<file path="src/rtl/mult_pkg.sv">
// ============================================================================
//  Module      : mult_pkg
//  Description : Shared definitions for the multiplier-sharing arbiter slice:
//                default operand width / requester count, requester-id width
//                and the product-width helper.
//  Revision    : 1.0 - initial release
// ============================================================================
`default_nettype none

package mult_pkg;

    localparam int DEF_N_REQ = 4;
    localparam int DEF_D_IN  = 8;
    localparam int ID_W      = $clog2(DEF_N_REQ);

    // A full signed product needs twice the operand width.
    function automatic int prod_w(input int d_in);
        return 2 * d_in;
    endfunction

endpackage

`default_nettype wire

</file>
<file path="src/rtl/mult_share_arb_if.sv">
// ============================================================================
//  Module      : mult_share_arb_if
//  Description : Requester-side bus of the multiplier-sharing arbiter.
//                master = client datapaths, slave = arbiter.
//    req_valid  [N_REQ]       operand pair valid, one bit per requester
//    req_ready  [N_REQ]       accept, one bit per requester
//    req_a/b    [N_REQ*D_IN]  packed signed operands, slice i = [i*D_IN +: D_IN]
//    rsp_valid  [N_REQ]       one-hot, one-cycle result strobe
//    rsp_m      [2*D_IN]      signed product
//    rsp_id     [ID width]    owner of rsp_m
//  Revision    : 1.0 - initial release
// ============================================================================
`default_nettype none

interface mult_share_arb_if #(
    parameter int N_REQ = mult_pkg::DEF_N_REQ,
    parameter int D_IN  = mult_pkg::DEF_D_IN
);
    localparam int c_id_w = $clog2(N_REQ);

    logic [N_REQ-1:0]      req_valid;
    logic [N_REQ-1:0]      req_ready;
    logic [N_REQ*D_IN-1:0] req_a;
    logic [N_REQ*D_IN-1:0] req_b;
    logic [N_REQ-1:0]      rsp_valid;
    logic [2*D_IN-1:0]     rsp_m;
    logic [c_id_w-1:0]     rsp_id;

    modport master (
        output req_valid, req_a, req_b,
        input  req_ready, rsp_valid, rsp_m, rsp_id
    );

    modport slave (
        input  req_valid, req_a, req_b,
        output req_ready, rsp_valid, rsp_m, rsp_id
    );

endinterface

`default_nettype wire

</file>
<file path="src/rtl/mult_share_arb_rr_arbiter.sv">
// ============================================================================
//  Module      : rr_arbiter
//  Description : Purely combinational round-robin picker. Scans the request
//                vector starting at i_ptr and wrapping at N; the first set
//                bit wins.
//    i_req   [N]       request vector
//    i_ptr   [ID]      highest-priority index (must be < N)
//    o_grant [N]       one-hot grant (all zero when no request)
//    o_idx   [ID]      index of the granted bit
//    o_any   [1]       some request was granted
//  Revision    : 1.0 - initial release
// ============================================================================
`default_nettype none

module rr_arbiter
    import mult_pkg::*;
#(
    parameter int N = DEF_N_REQ
) (
    input  logic [N-1:0]         i_req,
    input  logic [$clog2(N)-1:0] i_ptr,
    output logic [N-1:0]         o_grant,
    output logic [$clog2(N)-1:0] o_idx,
    output logic                 o_any
);

    localparam int c_id_w = $clog2(N);

    int                w_pos;
    logic [c_id_w-1:0] w_sel;
    logic              w_found;

    always_comb begin
        o_grant = '0;
        o_idx   = '0;
        w_found = 1'b0;
        w_pos   = 0;
        w_sel   = '0;
        for (int k = 0; k < N; k++) begin
            // Modulo-N wrap without a divider; i_ptr + k never exceeds 2N-2.
            w_pos = int'(i_ptr) + k;
            if (w_pos >= N) begin
                w_pos = w_pos - N;
            end
            w_sel = c_id_w'(w_pos);
            if (!w_found && i_req[w_sel]) begin
                w_found        = 1'b1;
                o_grant[w_sel] = 1'b1;
                o_idx          = w_sel;
            end
        end
    end

    assign o_any = w_found;

endmodule

`default_nettype wire

</file>
<file path="src/rtl/mult_share_arb.sv">
// ============================================================================
//  Module      : mult_share_arb
//  Description : Time-shares one free-running booth_mult between N_REQ
//                requesters. Every mult_done is a slot boundary: the product
//                of the previous slot is returned to its owner and the next
//                round-robin winner's operands are loaded onto mult_a/mult_b.
//    clk          rising-edge clock
//    rst_n        asynchronous active-low reset
//    bus          requester bus (mult_share_arb_if.slave)
//    mult_a/b     operands to booth_mult
//    mult_done    booth_mult done pulse
//    mult_m       booth_mult product
//    err_timeout  sticky watchdog flag
//  Build option: MULT_SHARE_ARB_WDOG_EN enables the in-flight watchdog
//                (TIMEOUT cycles without mult_done drops the operation);
//                without it err_timeout is tied low.
//  Revision    : 1.0 - initial release
// ============================================================================
`default_nettype none

module mult_share_arb
    import mult_pkg::*;
#(
    parameter int N_REQ   = DEF_N_REQ,
    parameter int D_IN    = DEF_D_IN,
    parameter int TIMEOUT = 64
) (
    input  logic                    clk,
    input  logic                    rst_n,
    mult_share_arb_if.slave         bus,
    output logic [D_IN-1:0]         mult_a,
    output logic [D_IN-1:0]         mult_b,
    input  logic                    mult_done,
    input  logic [prod_w(D_IN)-1:0] mult_m,
    output logic                    err_timeout
);

    localparam int c_id_w = $clog2(N_REQ);
    localparam int c_p_w  = prod_w(D_IN);

    generate
        if (N_REQ < 2 || N_REQ > 8 || TIMEOUT < 1) begin : g_param_check
            $error("mult_share_arb: N_REQ must be 2..8 and TIMEOUT >= 1");
        end
    endgenerate

    logic              r_in_flight;
    logic [c_id_w-1:0] r_owner;
    logic [c_id_w-1:0] r_rr_ptr;
    logic [D_IN-1:0]   r_mult_a;
    logic [D_IN-1:0]   r_mult_b;
    logic [N_REQ-1:0]  r_rsp_valid;
    logic [c_p_w-1:0]  r_rsp_m;
    logic [c_id_w-1:0] r_rsp_id;

    logic [N_REQ-1:0]  w_grant;
    logic [c_id_w-1:0] w_idx;
    logic              w_any;
    logic [c_id_w-1:0] w_ptr_next;
    logic [N_REQ-1:0]  w_owner_oh;

    rr_arbiter #(
        .N (N_REQ)
    ) u_arb (
        .i_req   (bus.req_valid),
        .i_ptr   (r_rr_ptr),
        .o_grant (w_grant),
        .o_idx   (w_idx),
        .o_any   (w_any)
    );

    // Transfers only happen at slot boundaries, so ready is the grant gated
    // by mult_done.
    assign bus.req_ready = mult_done ? w_grant : '0;

    assign w_ptr_next = (w_idx == c_id_w'(N_REQ - 1)) ? '0 : w_idx + c_id_w'(1);
    assign w_owner_oh = {{(N_REQ-1){1'b0}}, 1'b1} << r_owner;

`ifdef MULT_SHARE_ARB_WDOG_EN
    localparam int c_wd_w = $clog2(TIMEOUT + 1);

    logic [c_wd_w-1:0] r_wd_cnt;
    logic              r_err_timeout;
    logic              w_wd_fire;

    // Fires on the edge that brings the counter to TIMEOUT, i.e. TIMEOUT
    // cycles after the last mult_done.
    assign w_wd_fire = r_in_flight && !mult_done &&
                       (r_wd_cnt == c_wd_w'(TIMEOUT - 1));

    always_ff @(posedge clk or negedge rst_n) begin
        if (!rst_n) begin
            r_wd_cnt      <= '0;
            r_err_timeout <= 1'b0;
        end else if (mult_done) begin
            r_wd_cnt <= '0;
        end else if (r_in_flight) begin
            r_wd_cnt <= r_wd_cnt + c_wd_w'(1);
            if (w_wd_fire) begin
                r_err_timeout <= 1'b1;
            end
        end
    end

    assign err_timeout = r_err_timeout;
`else
    assign err_timeout = 1'b0;
`endif

    always_ff @(posedge clk or negedge rst_n) begin
        if (!rst_n) begin
            r_in_flight <= 1'b0;
            r_owner     <= '0;
            r_rr_ptr    <= '0;
            r_mult_a    <= '0;
            r_mult_b    <= '0;
            r_rsp_valid <= '0;
            r_rsp_m     <= '0;
            r_rsp_id    <= '0;
        end else begin
            r_rsp_valid <= '0;
            if (mult_done) begin
                // Completion: mult_m holds the product of the operands issued
                // at the previous boundary; without an owner it is discarded.
                if (r_in_flight) begin
                    r_rsp_m     <= mult_m;
                    r_rsp_id    <= r_owner;
                    r_rsp_valid <= w_owner_oh;
                end
                // Issue or idle in the same edge so slots run back to back.
                if (w_any) begin
                    r_mult_a    <= bus.req_a[w_idx*D_IN +: D_IN];
                    r_mult_b    <= bus.req_b[w_idx*D_IN +: D_IN];
                    r_owner     <= w_idx;
                    r_in_flight <= 1'b1;
                    r_rr_ptr    <= w_ptr_next;
                end else begin
                    r_mult_a    <= '0;
                    r_mult_b    <= '0;
                    r_in_flight <= 1'b0;
                end
            end
`ifdef MULT_SHARE_ARB_WDOG_EN
            else if (w_wd_fire) begin
                r_in_flight <= 1'b0;
                r_mult_a    <= '0;
                r_mult_b    <= '0;
            end
`endif
        end
    end

    assign mult_a        = r_mult_a;
    assign mult_b        = r_mult_b;
    assign bus.rsp_valid = r_rsp_valid;
    assign bus.rsp_m     = r_rsp_m;
    assign bus.rsp_id    = r_rsp_id;

endmodule

`default_nettype wire

</file>
<file path="src/flat_wrapper.sv">
// flat-port wrapper written by rule: the top's interface ports become plain ports
module mult_share_arb_flat import mult_pkg::*;
#(
    parameter int N_REQ   = DEF_N_REQ,
    parameter int D_IN    = DEF_D_IN,
    parameter int TIMEOUT = 64
)
  (clk, rst_n, mult_a, mult_b, mult_done, mult_m, err_timeout, bus_req_valid, bus_req_a, bus_req_b, bus_req_ready, bus_rsp_valid, bus_rsp_m, bus_rsp_id);
  mult_share_arb_if #(.N_REQ(N_REQ), .D_IN(D_IN)) bus_i ();
  input  logic clk;
  input  logic rst_n;
  output logic [D_IN-1:0] mult_a;
  output logic [D_IN-1:0] mult_b;
  input  logic mult_done;
  input  logic [prod_w(D_IN)-1:0] mult_m;
  output logic err_timeout;
  input wire logic [$bits(bus_i.req_valid)-1:0] bus_req_valid;
  input wire logic [$bits(bus_i.req_a)-1:0] bus_req_a;
  input wire logic [$bits(bus_i.req_b)-1:0] bus_req_b;
  output wire logic [$bits(bus_i.req_ready)-1:0] bus_req_ready;
  output wire logic [$bits(bus_i.rsp_valid)-1:0] bus_rsp_valid;
  output wire logic [$bits(bus_i.rsp_m)-1:0] bus_rsp_m;
  output wire logic [$bits(bus_i.rsp_id)-1:0] bus_rsp_id;
  assign bus_i.req_valid = bus_req_valid;
  assign bus_i.req_a = bus_req_a;
  assign bus_i.req_b = bus_req_b;
  assign bus_req_ready = bus_i.req_ready;
  assign bus_rsp_valid = bus_i.rsp_valid;
  assign bus_rsp_m = bus_i.rsp_m;
  assign bus_rsp_id = bus_i.rsp_id;
  mult_share_arb #(.N_REQ(N_REQ), .D_IN(D_IN), .TIMEOUT(TIMEOUT)) u_core (.clk(clk), .rst_n(rst_n), .bus(bus_i), .mult_a(mult_a), .mult_b(mult_b), .mult_done(mult_done), .mult_m(mult_m), .err_timeout(err_timeout));
endmodule
</file>
<file path="config.mk">
export PLATFORM = sky130hd
export DESIGN_NAME = mult_share_arb_flat
export DESIGN_NICKNAME = d
export VERILOG_FILES = /design/src/rtl/mult_pkg.sv /design/src/rtl/mult_share_arb_if.sv /design/src/rtl/mult_share_arb_rr_arbiter.sv /design/src/rtl/mult_share_arb.sv /design/src/flat_wrapper.sv
export SDC_FILE = /design/constraint.sdc
export NUM_CORES = 1
export LEC_CHECK = 0
export CAP_MARGIN = 10
export CELL_PAD_IN_SITES_DETAIL_PLACEMENT = 1
export CELL_PAD_IN_SITES_GLOBAL_PLACEMENT = 1
export CORE_ASPECT_RATIO = 0.75
export CORE_MARGIN = 4
export CORE_UTILIZATION = 27
export CTS_BUF_LIST = sky130_fd_sc_hd__clkbuf_16
export CTS_CLUSTER_SIZE = 16
export DETAILED_ROUTE_END_ITERATION = 10
export GPL_ROUTABILITY_DRIVEN = 1
export PLACE_DENSITY_LB_ADDON = 0.1
export SETUP_SLACK_MARGIN = 0.1
export SLEW_MARGIN = 15
export SYNTH_ARGS = -nofsm -noshare
export SYNTH_HDL_FRONTEND = slang
export SYNTH_SLANG_ARGS = --single-unit
</file>
<file path="constraint.sdc">
create_clock -name clk -period 3.2 [get_ports clk]
set_input_delay 0.8 -clock clk [delete_from_list [all_inputs] [get_ports clk]]
set_output_delay 0.8 -clock clk [all_outputs]
set_load 0.01 [all_outputs]
</file>
==> results.sh, run 1 <==
export IMPL_final_common_cell="clkdlybuf4s50_1"
export IMPL_yosys_warnings=0
export IMPL_gp_congestion=0.736
export IMPL_worst_path_max_fanout=7
export IMPL_yosys_area_share_simple=0.103
export IMPL_via_per_inst=4.59
export IMPL_path_buf_inv=2
export IMPL_start_kind="flip-flop"
export IMPL_first_global_vias=2467
export IMPL_first_pass_iters=4
export IMPL_synth_top_family_by_area="multiplexers"
export IMPL_layout_common_cells="119 x clkdlybuf4s50_1, 42 x dfrtp_1, 33 x mux2i_1"
export IMPL_met3_usage=0.0598
export IMPL_setup_viol=0
export IMPL_relSlewSlack=0.523
export IMPL_antenna_found_initial=0
export IMPL_antenna_cells=0
export IMPL_wl_per_cell_um=17.0
export IMPL_rows=30
export IMPL_initial_utilization=0.279
export IMPL_finalMaxSlewViolations=0
export IMPL_grt_use_met2=0.241
export IMPL_dp_hpwl_mm=6.47
export IMPL_cts_tree="yes"
export IMPL_cp_top_family="multiplexers"
export IMPL_path_class="reg -> out"
export IMPL_synthesis_area_mm2=0.00255
export IMPL_port_buffers=128
export IMPL_worst_pin_slew_ns=0.715
export IMPL_grt_max_degree=32
export IMPL_fin_nets=457
export IMPL_required_ns=2.40
export IMPL_clock_sinks=43
export IMPL_fin_cells=491
export IMPL_multi_input_area_mm2=0.00138
export IMPL_rsz0062_at_grt="true"
export IMPL_synth_seq_area_share=0.422
export IMPL_ctsLongestPathBuffers=2
export IMPL_die_area_mm2=0.0111
export IMPL_core_area_mm2=0.00912
export IMPL_endpoint_kind="primary output"
export IMPL_synth_top_cells_by_area="dfrtp_1 42%, mux2i_1 13%, mux2_2 7.5%"
export IMPL_synth_compound_area_frac=0.134
export IMPL_drt_iter0_drc=59
export IMPL_grt_pass1_wl_mm=13.3
export IMPL_hold_violations=0
export IMPL_grt_usage=0.149
export IMPL_syn_num_nets=309
export IMPL_synth_top_cell_by_area="dfrtp_1"
export IMPL_syn_inst=214
export IMPL_fin_skew_ns=0.00539
export IMPL_die_h_um=92.1
export IMPL_synthAdderAreaFrac=0.0393
export IMPL_final_area_mm2=0.00428
export IMPL_ir_worst_vdd_mv=0.413
export IMPL_cp_arrival_ns=2.39
export IMPL_h_tree_depth=2
export IMPL_p_per_area_mw_per_mm2=908
export IMPL_drv_cap=0
export IMPL_met1_usage=0.191
export IMPL_synth_distinct_cells=33
export IMPL_seqCellArea_mm2=0.00108
export IMPL_clkTransAtPathRegs_ns=0.07
export IMPL_cts_buffers_inserted=5
export IMPL_avgSynthCellArea_um2=11.9
export IMPL_top_usage_layer="met2"
export IMPL_ant_nets=0
export IMPL_dp_cells=478
export IMPL_insertion_delay_ns=0.28
export IMPL_yosys_area_share_xor_xnor=0
export IMPL_slowest_stage="mux4_2"
export IMPL_total_leakage_power_nw=1.82
export IMPL_max_stage_delay_ns=0.64
export IMPL_synth_mux_area_frac=0.240
export IMPL_die_x_um=120
export IMPL_cts_hold_buf=0
export IMPL_fillers=1018
export IMPL_synthToLayoutAreaGrowth_pct=68.1
export IMPL_fmax_ghz=0.314
export IMPL_grt_overflow=0
export IMPL_route_detailed_drc=0
export IMPL_tns_ns=0
export IMPL_min_path_type="reg -> reg"
export IMPL_drive_gt1_frac=0.237
export IMPL_period_minus_slack_ns=3.19
export IMPL_ys_ff_latch=43
export IMPL_worstPathCellList="inv_2 -> ha_4 -> mux4_2 -> nor2b_4 -> a22oi_1 -> nor2_1 -> a221oi_2 -> nor2b_1 -> buf_2"
export IMPL_io_pin_count=130
export IMPL_wl_mm=8.35
export IMPL_cts_root_buf="clkbuf_16"
export IMPL_period_share=0.996
export IMPL_status="complete, no violations"
export IMPL_placed_area_mm2=0.00408
export IMPL_yosysTopAreaCellShare=0.422
export IMPL_vias=2255
## repair_timing
action                                  CTS  global route
gates resized for setup                  38             2
hold endpoints to repair                  0             0
endpoints found under the setup margin    4             4
pin swaps                                 6             4
buffers inserted                          3             2
## per-stage QoR
step / utilization / setup slack, ns / hold slack [ns] / power (mW)
2_1_floorplan: - / 0.112 / 0.447 / 2.30
6_report: 0.470 / 0.0141 / 0.489 / 3.89
5_1_grt: 0.470 / -0.0996 / 0.516 / 4.17
4_1_cts: 0.467 / 0.0233 / 0.502 / 3.90
3_5_place_dp: 0.448 / -0.687 / 0.479 / 3.23
3_3_place_gp: 0.448 / -0.634 / 0.463 / 3.19
## where the power goes
part	switching, mW	total [mW]	leakage [nW]	internal (mW)
combinational	1.14	2.43	1.21	1.29
clock	0.221	0.594	0.0844	0.372
sequential	0.114	0.865	0.522	0.751
total	1.48	3.89	1.82	2.41
## worst reg2reg max path: cells and delay by family, from the launching register on
kind | cells | cell delay (ns)
AND/OR/NAND/NOR | 1 | 0.23
adder cells (fa/ha/maj) | 1 | 0.27
flip-flops | 1 | 0.38
AO/OA/AOI/OAI | 3 | 0.38
buffers and inverters | 5 | 0.63
multiplexers | 2 | 0.90
## state kept, by name, indices dropped and copies added, names as in the netlist
name / count
u_core.bus.rsp_id: 2
u_core.r_rr_ptr: 2
u_core.r_in_flight: 1
u_core.bus.rsp_valid: 4
u_core.r_owner: 2
u_core.bus.rsp_m: 16
u_core.mult_b: 8
u_core.mult_a: 8
## area by class of cell
cell class	instances	area share
Clock buffer	5	0.0292
Tap cell	128	0.0374
Clock inverter	3	0.0111
Timing Repair Buffer	156	0.343
Multi-Input combinational cell	149	0.321
Inverter	7	0.00613
Sequential cell	43	0.251
## path summary, 6_finish.rpt
check	from	endpoint	slack, ns	cells after the start
setup reg to reg	u_core.r_rr_ptr[1]	u_core.mult_a[2]	0.29	12
hold / removal	u_core.r_owner[0]	u_core.bus.rsp_valid[2]	0.49	1
setup / recovery	u_core.r_rr_ptr[1]	bus_req_ready[1]	0.01	9
hold reg to reg	u_core.r_owner[0]	u_core.bus.rsp_valid[2]	0.49	1
max in group asynchronous	rst_n	u_core.bus.rsp_m[10]	2.05	2
min in group asynchronous	rst_n	u_core.mult_a[7]	0.56	1
## synth_stat cells (all sizes together)
| cell type | n |
|---|---|
| mux2i | 33 |
| nand3 | 1 |
| nand2 | 8 |
| dfrtp | 43 |
| nor2b | 5 |
| a21oi | 3 |
| a22o | 1 |
| inv | 7 |
| mux4 | 4 |
| clkbuf | 4 |
| o221ai | 16 |
| o21ai | 6 |
| ha | 8 |
| nor2 | 8 |
| conb | 1 |
| a22oi | 7 |
| nor3 | 3 |
| buf | 11 |
| a221oi | 4 |
| nand2b | 18 |
| and2 | 1 |
| or2 | 1 |
| mux2 | 17 |
| nand3b | 1 |
| o31ai | 2 |
| a32oi | 1 |
## cells by family after synthesis
family | count (synthesis)
muxes | 54
buffers and inverters | 22
other | 1
and+or+nand+nor | 46
adders and majority gates | 8
AOI/OAI and AO/OA | 40
DFF | 43
## metal layers
metal | part of all wire | up-vias
li1 | - | 1084
met1 | 0.44 | 1091
met2 | 0.46 | 78
met3 | 0.095 | 2
met4 | 0.0038 | 0
met5 | 0 | -
Power figures use the tool's default switching activity.
==> run 2, diff against run 1 <==
Settings changed: ABC_AREA set to 1, CORE_UTILIZATION 27 to 26.
==> results.sh, run 2 <==
export IMPL_reg2reg_setup_slack_ns=0.87
export IMPL_cts_buffers_inserted=5
export IMPL_r2r_start="u_core.r_rr_ptr[0]"
export IMPL_finalMaxSlewViolations=0
export IMPL_final_common_cell="nand2_1"
export IMPL_rows=32
export IMPL_seqCellArea_mm2=0.00108
export IMPL_dp_hpwl_mm=7.31
export IMPL_yosysTopAreaCellShare=0.388
export IMPL_syn_inst=377
export IMPL_first_global_vias=3092
export IMPL_clkTransAtPathRegs_ns=0.06
export IMPL_drv_cap=0
export IMPL_cts_root_buf="clkbuf_16"
export IMPL_initial_utilization=0.268
export IMPL_ys_flop_type="dfrtp_1"
export IMPL_drive_gt1_frac=0.139
export IMPL_synthesis_area_mm2=0.00278
export IMPL_avgSynthCellArea_um2=7.36
export IMPL_cts_hold_buf=0
export IMPL_yosys_warnings=0
export IMPL_hp_start="u_core.mult_a[5]"
export IMPL_cts_tree="yes"
export IMPL_min_path_cells=2
export IMPL_grt_usage=0.157
export IMPL_period_minus_slack_ns=2.95
export IMPL_min_path_type="reg -> reg"
export IMPL_grt_pass1_wl_mm=16.0
export IMPL_first_pass_iters=4
export IMPL_fillers=1278
export IMPL_worst_path_max_fanout=6
export IMPL_synth_edf_count=0
export IMPL_fin_nets=605
export IMPL_layout_common_cells="152 x nand2_1, 119 x clkdlybuf4s50_1, 77 x nand3_1"
export IMPL_ys_ff_latch=43
export IMPL_hold_violations=0
export IMPL_core_area_mm2=0.0104
export IMPL_total_leakage_power_nw=2.09
export IMPL_antenna_cells=0
export IMPL_r2r_cells=13
export IMPL_antenna_found_initial=0
export IMPL_worstPathCellList="inv_8 -> ha_4 -> inv_1 -> nand3_2 -> nand2_4 -> nand2_1 -> nor2_4 -> nand2_1 -> o2111ai_1 -> nand2_1 -> inv_1 -> dlygate4sd2_1"
export IMPL_via_per_inst=4.56
export IMPL_multi_input_area_mm2=0.00151
export IMPL_period_share=0.921
export IMPL_insertion_delay_ns=0.28
export IMPL_setup_viol=0
export IMPL_endpoint_kind="primary output"
export IMPL_fmax_ghz=0.339
export IMPL_pre_cts_ws_ns=-0.443
export IMPL_hold_slack_ns=0.476
export IMPL_synth_seq_area_share=0.388
export IMPL_async_flop_share=1.00
export IMPL_syn_num_nets=472
export IMPL_gp_congestion=0.795
export IMPL_grt_overflow=0
export IMPL_synth_most_common_cell="nand2_1"
export IMPL_start_kind="flip-flop"
export IMPL_critPathMostFrequentCell="nand2_1"
export IMPL_die_h_um=97.5
export IMPL_die_x_um=127
export IMPL_port_buffers=128
export IMPL_synth_common_cells="152 x nand2_1, 77 x nand3_1, 43 x dfrtp_1"
export IMPL_relSlewSlack=0.363
export IMPL_fin_skew_ns=0.00188
export IMPL_h_tree_depth=2
export IMPL_io_pin_count=130
export IMPL_synth_distinct_cells=31
export IMPL_cp_arrival_ns=2.15
export IMPL_p_per_area_mw_per_mm2=1060
export IMPL_ir_worst_vdd_mv=0.635
export IMPL_route_detailed_drc=0
export IMPL_setup_slack_ns=0.254
export IMPL_rsz0062_at_grt="false"
export IMPL_post_route_util=0.422
export IMPL_max_stage_delay_ns=0.44
export IMPL_synth_top_cell_by_area="dfrtp_1"
export IMPL_hold_end="u_core.mult_a[5]"
export IMPL_largest_register_ffs=16
export IMPL_fin_total_pwr_mw=4.62
export IMPL_synth_top_cells_by_area="dfrtp_1 39%, nand2_1 21%, nand3_1 14%"
export IMPL_required_ns=2.40
export IMPL_die_area_mm2=0.0124
export IMPL_ctsLongestPathBuffers=2
export IMPL_vias=2948
export IMPL_synthToLayoutAreaGrowth_pct=57.5
export IMPL_reg2reg_to="u_core.mult_b[0]"
export IMPL_clock_sinks=43
export IMPL_critPathLaunch="u_core.r_rr_ptr[0]"
export IMPL_worst_pin_slew_ns=0.956
export IMPL_status="complete, no violations"
export IMPL_wl_per_cell_um=14.9
export IMPL_grt_max_degree=44
export IMPL_wl_mm=9.65
export IMPL_slowest_stage="dfrtp_2"
export IMPL_drt_iter0_drc=104
export IMPL_ant_nets=0
export IMPL_path_class="reg -> out"
==> run 2: cell types whose count changed after synthesis, sizes merged, moves of 4 or more <==
cell | previous run | this run
a221oi | 4 | 0
a22oi | 7 | 1
inv | 7 | 19
mux2 | 17 | 0
mux2i | 33 | 0
mux4 | 4 | 0
nand2 | 8 | 164
nand2b | 18 | 0
nand3 | 1 | 89
nand4 | 0 | 4
nor2b | 5 | 0
o221ai | 16 | 0
==> run 2: per-layer routing <==
| layer | GRT usage | share of wire | vias up |
|---|---|---|---|
| met1 | 0.224 | 0.47 | 1368 |
| met2 | 0.241 | 0.44 | 92 |
| met3 | 0.0440 | 0.085 | 5 |
| met5 | 0 | 0 | - |
| li1 | - | - | 1483 |
| met4 | 0.0256 | 0.0060 | 0 |
==> run 2: cells by family after synthesis <==
logic type / share of synthesized area
flops: 0.388
other cells: 0.00135
simple gates: 0.462
buf+inv: 0.0793
fa+ha+maj: 0.0361
compound gates: 0.0338
==> run 2: final cells by class <==
type	count	area share
clock buffer	5	0.0286
clock inverter	3	0.00458
inverter	22	0.0209
multi-input combinational	293	0.345
sequential	43	0.246
tap	136	0.0389
timing repair buffer	145	0.316
==> run 2: metrics by stage <==
step | std cells | instance area (um^2) | setup TNS (ns)
global placement | 637 | 4220 | -1.41
finish | 647 | 4370 | 0
detailed placement | 637 | 4220 | -1.73
CTS | 646 | 4390 | 0
floorplan | 377 | 2780 | 0
global route | 647 | 4370 | 0
==> run 2: where the power goes <==
| part | internal [mW] | leakage, nW | switching, mW |
|---|---|---|---|
| Clock | 0.287 | 0.0658 | 0.210 |
| Combinational | 1.32 | 1.49 | 1.91 |
| Sequential | 0.769 | 0.531 | 0.128 |
==> run 2: worst max path at each step <==
stage / end / slack, ns / depth (start not counted)
2_1_floorplan: bus_req_ready[0] / 0.58 / 13
5_1_grt: bus_req_ready[1] / 0.11 / 12
3_3_place_gp: bus_req_ready[0] / -0.37 / 12
4_1_cts: bus_req_ready[2] / 0.12 / 13
3_5_place_dp: bus_req_ready[0] / -0.44 / 13
6_report: bus_req_ready[1] / 0.25 / 12
==> run 2: critical path, delay by kind of cell (launching register included) <==
family / cells / cell delay [ns]
compound gates: 1 / 0.08
fa+ha+maj: 1 / 0.21
buf+inv: 4 / 0.53
flops: 1 / 0.44
simple gates: 6 / 0.61
==> run 2: what timing repair did <==
action / CTS / global route
setup buffers: 1 / 1
gates resized for setup: 15 / 16
cloned: 0 / 0
pin swaps: 1 / 2
setup endpoints to repair: 4 / 4
==> run 3, diff against run 2 <==
Settings changed: CELL_PAD_IN_SITES_DETAIL_PLACEMENT 1 to not set, CELL_PAD_IN_SITES_GLOBAL_PLACEMENT 1 to not set, CORE_UTILIZATION 26 to 35, PLACE_DENSITY set to 0.7, PLACE_DENSITY_LB_ADDON 0.1 to not set.
Clock period 3.2 ns to 3.7 ns, I/O delays scaled along.
==> results.sh, run 3 (synthesized netlist as in run 2, its figures left out) <==
export IMPL_status="complete, no violations"
export IMPL_fin_total_pwr_mw=3.86
export IMPL_dp_hpwl_mm=6.23
export IMPL_antenna_found_initial=0
export IMPL_die_h_um=85.1
export IMPL_period_minus_slack_ns=3.50
export IMPL_hp_start="u_core.bus.rsp_m[6]"
export IMPL_die_x_um=111
export IMPL_met3_usage=0.0670
export IMPL_fin_cells=607
export IMPL_hold_slack_ns=0.480
export IMPL_rows=27
export IMPL_tns_ns=0
export IMPL_post_route_util=0.574
export IMPL_largest_register_ffs=16
export IMPL_cp_arrival_ns=2.58
export IMPL_drive_gt1_frac=0.117
export IMPL_via_per_inst=4.78
export IMPL_ir_worst_vdd_mv=0.459
export IMPL_top_usage_layer="met2"
export IMPL_die_area_mm2=0.00944
export IMPL_fin_skew_ns=0.00821
export IMPL_dp_cells=599
export IMPL_ctsLongestPathBuffers=2
export IMPL_cts_buffers_inserted=5
export IMPL_max_stage_delay_ns=0.45
export IMPL_cp_top_family="buffers and inverters"
export IMPL_fmax_ghz=0.285
export IMPL_met1_usage=0.226
export IMPL_insertion_delay_ns=0.28
export IMPL_ant_nets=0
export IMPL_finalMaxSlewViolations=0
export IMPL_period_share=0.947
export IMPL_port_buffers=128
export IMPL_h_tree_depth=2
export IMPL_required_ns=2.77
export IMPL_drt_iter0_drc=105
export IMPL_antenna_cells=0
export IMPL_grt_max_degree=44
export IMPL_cts_hold_buf=0
export IMPL_r2r_start="u_core.r_rr_ptr[0]"
export IMPL_route_detailed_drc=0
export IMPL_min_path_cells=2
export IMPL_relSlewSlack=0.376
export IMPL_cts_root_buf="clkbuf_16"
export IMPL_path_buf_inv=5
export IMPL_io_pin_count=130
export IMPL_hold_end="u_core.bus.rsp_m[6]"
export IMPL_start_kind="input pin"
export IMPL_clock_sinks=43
export IMPL_synthToLayoutAreaGrowth_pct=55.7
export IMPL_drv_cap=0
export IMPL_min_path_type="reg -> reg"
export IMPL_initial_utilization=0.369
export IMPL_worst_path_max_fanout=4
export IMPL_reg2reg_setup_slack_ns=1.06
export IMPL_slowest_stage="clkdlybuf4s50_1"
export IMPL_rsz0062_at_grt="false"
export IMPL_first_global_vias=2913
export IMPL_gp_congestion=0.877
export IMPL_path_class="in -> out"
export IMPL_core_area_mm2=0.00753
export IMPL_clkTransAtPathRegs_ns=0.06
export IMPL_worst_pin_slew_ns=0.936
export IMPL_endpoint_kind="primary output"
export IMPL_fin_nets=600
export IMPL_wl_mm=8.33
export IMPL_wl_per_cell_um=13.7
export IMPL_total_leakage_power_nw=2.10
export IMPL_r2r_cells=13
export IMPL_setup_slack_ns=0.197
export IMPL_cts_tree="yes"
export IMPL_first_pass_iters=4
export IMPL_layout_common_cells="150 x nand2_1, 120 x clkdlybuf4s50_1, 77 x nand3_1"
export IMPL_final_common_cell="nand2_1"
export IMPL_hold_violations=0
export IMPL_placed_area_mm2=0.00414
export IMPL_grt_usage=0.175
export IMPL_p_per_area_mw_per_mm2=893
export IMPL_worstPathCellList="clkdlybuf4s50_1 -> inv_1 -> nand2_4 -> nand3_4 -> nand2_4 -> buf_4 -> a22oi_1 -> nand2_1 -> o21ai_1 -> inv_1 -> dlygate4sd2_1"
export IMPL_pre_cts_ws_ns=-0.156
export IMPL_reg2reg_to="u_core.mult_a[0]"
export IMPL_vias=2899
export IMPL_grt_use_met2=0.279
export IMPL_grt_pass1_wl_mm=13.8
export IMPL_final_area_mm2=0.00432
export IMPL_setup_viol=0
export IMPL_grt_overflow=0
## run 3: cell types whose count changed in the layout (fill, tap and decap cells not counted), moves of 2 or more
cell            before  now
dlygate4sd2_1        1    3
nand2_1            152  150
clkbuf_2             7    1
buf_4               16   12
nand2_2              7    9
dlymetal6s2s_1       0    2
clkinvlp_4           2    0
## run 3: worst register-to-register path: cells and delay by family (launching register included)
kind / cells / cell delay, ns
AND/OR/NAND/NOR: 9 / 1.27
flip-flops: 1 / 0.44
buffers and inverters: 3 / 0.42
adder cells (fa/ha/maj): 1 / 0.39
## run 3: worst max path at each step
stage | to | startpoint | slack [ns] | depth (start not counted)
global route | bus_req_ready[0] | bus_req_valid[0] | 0.08 | 12
CTS | bus_req_ready[2] | bus_req_valid[2] | 0.16 | 12
global placement | bus_req_ready[0] | bus_req_valid[3] | -0.12 | 13
floorplan | bus_req_ready[0] | u_core.r_rr_ptr[0] | 0.96 | 13
finish | bus_req_ready[3] | bus_req_valid[0] | 0.20 | 11
detailed placement | bus_req_ready[0] | bus_req_valid[3] | -0.16 | 13
## run 3: metal layers
| metal | share of wire | vias up |
|---|---|---|
| met5 | 0 | - |
| met4 | 0.011 | 0 |
| met3 | 0.096 | 8 |
| met2 | 0.43 | 114 |
| met1 | 0.46 | 1301 |
| li1 | - | 1476 |
## run 3: repair_timing
| item | CTS | global route |
|---|---|---|
| gates resized for setup | 9 | 8 |
| buffers inserted | 0 | 0 |
| endpoints found under the setup margin | 4 | 4 |
## run 3: where the power goes
part	leakage, nW	internal [mW]	switching (mW)
Clock	0.0838	0.318	0.173
Combinational	1.48	1.04	1.56
Sequential	0.532	0.664	0.111
Total	2.10	2.02	1.84
## run 3: cell type report
cell class	count	area, um^2
clock buffers	5	125
clock inverters	3	43.8
flip-flops and latches	43	1080
multi-input cells	293	1500
repair buffers	140	1360
inverters	22	91.3
fillers	694	3210
well taps	101	126
